`config.mk`:
```
export PLATFORM = sky130hd
export DESIGN_NAME = alu_seq
export DESIGN_NICKNAME = d
export VERILOG_FILES = /design/src/rtl/alu_seq.sv
export SDC_FILE = /design/constraint.sdc
export NUM_CORES = 1
export LEC_CHECK = 0
export BUFFER_PORTS_ARGS = -buffer_cell sky130_fd_sc_hd__buf_2
export CORE_ASPECT_RATIO = 0.8
export CORE_MARGIN = 2
export CORE_UTILIZATION = 49
export DETAILED_ROUTE_END_ITERATION = 8
export PLACE_DENSITY_LB_ADDON = 0.05
export SYNTH_ARGS = -nofsm -noshare
export SYNTH_HDL_FRONTEND = slang
export SYNTH_SLANG_ARGS = --single-unit
```
`constraint.sdc`:
```
create_clock -name clk -period 5 [get_ports clk]
set_input_delay 0.75 -clock clk [delete_from_list [all_inputs] [get_ports clk]]
set_output_delay 0.75 -clock clk [all_outputs]
set_load 0.03 [all_outputs]
```
`src/rtl/alu_seq.sv`:
```
`default_nettype none
// ============================================================================
//  Module   : alu_seq
//  Purpose  : Sequencer for the multiply-accumulate ALU
//             (result = a*b + c*d + e). Accepts one command at a time,
//             loads the ALU's five input registers from a single serial
//             operand stream through one-hot register enables, waits one
//             cycle for the ALU result to settle, captures it and offers it
//             on a valid/ready result port.
//  Revision : 1.0  initial release
// ----------------------------------------------------------------------------
//  Ports
//    clk, rst_n             clock, asynchronous active-low reset
//    cmd_valid/cmd_ready    command handshake; cmd_mode 0 = full MAC
//                           (a,b,c,d,e), 1 = add mode (a,b,c,d; e from a)
//    opnd_in/opnd_valid/    serial operand stream, one operand per
//    opnd_ready             handshake in the order a, b, c, d[, e]
//    alu_ops                broadcast of opnd_in to all five ALU lanes
//    alu_reg_en             ALU register load strobes
//    alu_f_add              latched command mode, steers ALU e-load to lane 0
//    alu_result             combinational result from the ALU
//    res_data/res_valid/    captured result and its handshake
//    res_ready
//    busy                   high whenever a command is in progress
//    op_count               number of results consumed (wraps)
// ============================================================================
module alu_seq #(
    parameter int BUS_WIDTH = 8,
    parameter int CNT_WIDTH = 16
) (
    input  logic                   clk,
    input  logic                   rst_n,
    input  logic                   cmd_valid,
    output logic                   cmd_ready,
    input  logic                   cmd_mode,
    input  logic [BUS_WIDTH-1:0]   opnd_in,
    input  logic                   opnd_valid,
    output logic                   opnd_ready,
    output logic [5*BUS_WIDTH-1:0] alu_ops,
    output logic [4:0]             alu_reg_en,
    output logic                   alu_f_add,
    input  logic [BUS_WIDTH-1:0]   alu_result,
    output logic [BUS_WIDTH-1:0]   res_data,
    output logic                   res_valid,
    input  logic                   res_ready,
    output logic                   busy,
    output logic [CNT_WIDTH-1:0]   op_count
);

    typedef enum logic [1:0] {
        IDLE = 2'd0,
        LOAD = 2'd1,
        EXEC = 2'd2,
        RESP = 2'd3
    } state_t;

    state_t     state;
    state_t     state_nxt;
    logic [2:0] k;          // index of the operand being loaded
    logic [2:0] k_nxt;
    logic [2:0] last_idx;

    // Add mode needs only four operands; e is taken from lane 0 together
    // with a, so the load phase ends one operand earlier.
    assign last_idx = alu_f_add ? 3'd3 : 3'd4;

    // The ALU captures the operand only where an enable is high, so a
    // plain broadcast is sufficient.
    assign alu_ops = {5{opnd_in}};

    assign busy = (state != IDLE);

    always_comb begin
        state_nxt  = state;
        k_nxt      = k;
        cmd_ready  = 1'b0;
        opnd_ready = 1'b0;
        res_valid  = 1'b0;
        alu_reg_en = 5'b00000;

        unique case (state)
            IDLE: begin
                cmd_ready = 1'b1;
                if (cmd_valid) begin
                    state_nxt = LOAD;
                    k_nxt     = 3'd0;
                end
            end
            LOAD: begin
                opnd_ready = 1'b1;
                if (opnd_valid) begin
                    // Enable fires on the handshake cycle itself so the ALU
                    // register loads on the same edge the operand is taken.
                    alu_reg_en = 5'b00001 << k;
                    if (alu_f_add && (k == 3'd0)) begin
                        alu_reg_en[4] = 1'b1;
                    end
                    if (k == last_idx) begin
                        state_nxt = EXEC;
                    end else begin
                        k_nxt = k + 3'd1;
                    end
                end
            end
            EXEC: begin
                // ALU result settles from the registers loaded last edge.
                state_nxt = RESP;
            end
            RESP: begin
                res_valid = 1'b1;
                if (res_ready) begin
                    state_nxt = IDLE;
                end
            end
            default: begin
                state_nxt = IDLE;
            end
        endcase
    end

    always_ff @(posedge clk or negedge rst_n) begin
        if (!rst_n) begin
            state     <= IDLE;
            k         <= 3'd0;
            alu_f_add <= 1'b0;
            res_data  <= '0;
            op_count  <= '0;
        end else begin
            state <= state_nxt;
            k     <= k_nxt;
            if ((state == IDLE) && cmd_valid) begin
                alu_f_add <= cmd_mode;
            end
            if (state == EXEC) begin
                res_data <= alu_result;
            end
            if ((state == RESP) && res_ready) begin
                op_count <= op_count + CNT_WIDTH'(1);
            end
        end
    end

endmodule
`default_nettype wire

```
==> results.cfg <==
[outcome]
status = complete, no violations

[worst_setup_path]
critical_path.max_fanout = 6
crit_required_ns = 4.25
rr_startpoint = state[1]$_DFFE_PN0P_
reg2reg_to = k[1]$_DFFE_PN0P_
arrival_ns = 1.77
worstSetupStartpointType = flop
criticalPathCategory = flop to primary output
reg2reg_depth = 6
rrSetupSlack_ns = 3.08
cp-end-kind = primary output

[synth]
synthTopCellsByArea = dfrtp_1 41%, buf_4 16%, ha_1 7.4%, mux2_2 6.1%, xnor2_1 5.2%
synthTopCellsByCount = 40 x buf_4, 30 x dfrtp_1, 11 x ha_1, 11 x xnor2_1
yosysTopAreaCell = dfrtp_1
avgSynthCellArea_um2 = 10.6
synth-xor-area-share_pct = 7.09
synth-seq-area-share_pct = 40.5
synthFlopType = dfrtp_1
synth_area_mm2 = 0.00185
synth_fa_ha_area_share_pct = 7.43
yosysMostFrequentCell = buf_4
synth_compound_area_share_pct = 5.68
yosys_warnings = 0
syn_nets = 207
async_reset_ff_share_pct = 100
post_synth_and_or_nand_nor_area_fraction_pct = 13.3
synth_top_family_by_area = buffers and inverters
synth.distinct_cells = 36
synth_edf_count = 0
syn-instance-count = 174
yosysTopAreaCellShare_pct = 40.5
synth-seq-cells = 30
synth_mux_area_share_pct = 7.23

[die]
die_x_um = 72.7
coreArea_mm2 = 0.00352
die-height_um = 59.0
die_area_mm2 = 0.00429
ioPinCount = 96
row_count = 19
initial_core_util_pct = 52.6

[power]
power.switching_uw = 495
p_per_area_mw_per_mm2 = 586
swShare_pct = 43.9
power_frac_comb_pct = 46.9
seqPwrFrac_pct = 35.1
clkPwrFrac_pct = 18.0
power_mw = 1.13
p_leak_nw = 0.970
internal_power_uw = 633
irDropWorstVdd_mv = 0.285

[placement]
place.gp.congestion = 0.728
place_inst = 221
io_buffer_count = 47
pre_cts_ws_ns = 2.81
hpwl_um = 2340

[timing]
setup_viol = 0
max_freq_mhz = 397
rsz0062_at_grt = no
slew_violations = 0
clock_skew_ns = 0.00506
fin_ws_ns = 2.48
relSlewSlack_pct = 56.3
finalCriticalPeriod_ns = 2.52
min_period_over_period_pct = 50.4
final_hold_viol_count = 0
fin_tns_setup_ns = 0
worst_pin_slew_ns = 0.656

[routing]
routed_via_density = 5.17
drt-initial-drc-count = 51
drc = 0
vias = 1183
wl_per_cell_um = 13.5
drtPass1Iterations = 4
drt-total-wl_um = 3090
ant_nets = 0

[job]
maxCapViolCount = 0

[worst_hold_path]
hp-start = op_count[15]$_DFFE_PN0P_
holdPathEnd = op_count[15]$_DFFE_PN0P_
hold_depth = 1
hold_path.class = flop to flop

[clock_tree]
cts_hold_buf = 0
cts_buffers = 5
h-tree-depth = 2
clkSinkCount = 30
ctsResizeCount = 0
cts_tree = done
cts_root_buf = clkbuf_8
postCtsSetupBuffers = 0
insertion_delay_ns = 0.28
cts_buffer_depth = 2
cts.clk_slew.worst_paths_ns = 0.06

[global_route]
globalRouteMet1Util_pct = 18.7
grt.met3_usage_pct = 5.44
grt_pass1_vias = 1141
grt_max_degree = 31
overflow = 0
grt_usage_pct = 15.8
grt_busiest_layer = met2
grt_pass1_wl_um = 5130
antenna_found_initial = 0
met2_usage_pct = 26.8

[cells_and_area]
final_nets = 219
fin_cells = 229
drive_gt1_share_pct = 40.6
post-route-util_pct = 54.7
syn_to_final_growth_pct = 3.99
diodes = 0
state kept, by name, indices dropped and copies added, names as in the netlist:
name       flops
op_count      16
res_data       8
k              3
state          2
alu_f_add      1
per-stage QoR:
step,area (µm²),hold WS [ns]
after floorplan,1850,0.454
after global placement,1830,0.457
after detailed placement,1830,0.483
after CTS,1930,0.493
after global routing,1930,0.516
final,1930,0.483
placed cells by master (no fill, tap or decap):
cell        synthesis  routed
buf_2               1      47
dfrtp_1            30      30
xnor2_1            11      11
ha_1               11      11
inv_1              10      10
nand2_1            10      10
mux2_2             10      10
nor2_1              8       8
clkbuf_8            0       6
xor2_1              4       4
and3_1              3       3
nor3b_1             3       3
nand4_1             3       3
nand3_1             3       3
a21oi_1             3       3
o21ai_0             2       2
nor2_2              2       2
or2_2               2       2
nand4_2             1       1
nor4_1              1       1
and4b_1             1       1
nor4b_2             1       1
o21ai_2             1       1
a221oi_4            1       1
mux2_1              1       1
nor3_2              1       1
a22o_1              1       1
nand2b_1            1       1
a211oi_1            1       1
nand3b_1            1       1
o2111ai_1           1       1
o311ai_0            1       1
o221a_2             1       1
or4_4               1       1
mux2i_1             1       1
clkinvlp_4          0       1
clkinv_2            0       1
final cells by class:
type	count	area, µm²
Fill cell	328	1590
Multi-Input combinational cell	92	754
Sequential cell	30	751
Timing Repair Buffer	47	235
Clock buffer	6	82.6
Tap cell	42	52.6
Inverter	10	37.5
Clock inverter	2	12.5
cell families after synthesis:
group,Yosys count
AO/OA/AOI/OAI,12
XOR/XNOR,15
adder cells (fa/ha/maj),11
buffers and inverters,52
flip-flops,30
multiplexers,12
AND/OR/NAND/NOR,42
power by group through the flow:
stage	registers, mW	logic (mW)	clock network, mW
after floorplan	0.487	0.359	0
after global placement	0.392	0.526	0
after detailed placement	0.399	0.536	0
after CTS	0.396	0.538	0.211
after global routing	0.409	0.580	0.222
final	0.396	0.529	0.203
worst max-delay path, stage by stage (launching register included):
cell	delay (ns)
dfrtp_1	0.41
inv_1	0.11
ha_1	0.32
nand2_1	0.19
nor3b_1	0.22
buf_2	0.23
layer usage:
metal  wire length, µm  vias up
met5                 0        -
li1                  -      568
met2              1620       28
met4                19        0
met3               178        2
met1              1280      585
how the worst max path moves through the flow:
stage                     slack [ns]                 start  depth (start not counted)       endpoint
after floorplan                 2.33  state[1]$_DFFE_PN0P_                          4  alu_reg_en[0]
after global placement          2.85            opnd_valid                          4  alu_reg_en[2]
after global routing            2.31  state[1]$_DFFE_PN0P_                          5  alu_reg_en[0]
after detailed placement        2.81  state[1]$_DFFE_PN0P_                          5  alu_reg_en[0]
after CTS                       2.48  state[1]$_DFFE_PN0P_                          5  alu_reg_en[0]
final                           2.48  state[1]$_DFFE_PN0P_                          5  alu_reg_en[0]
Power figures use the tool's default switching activity.
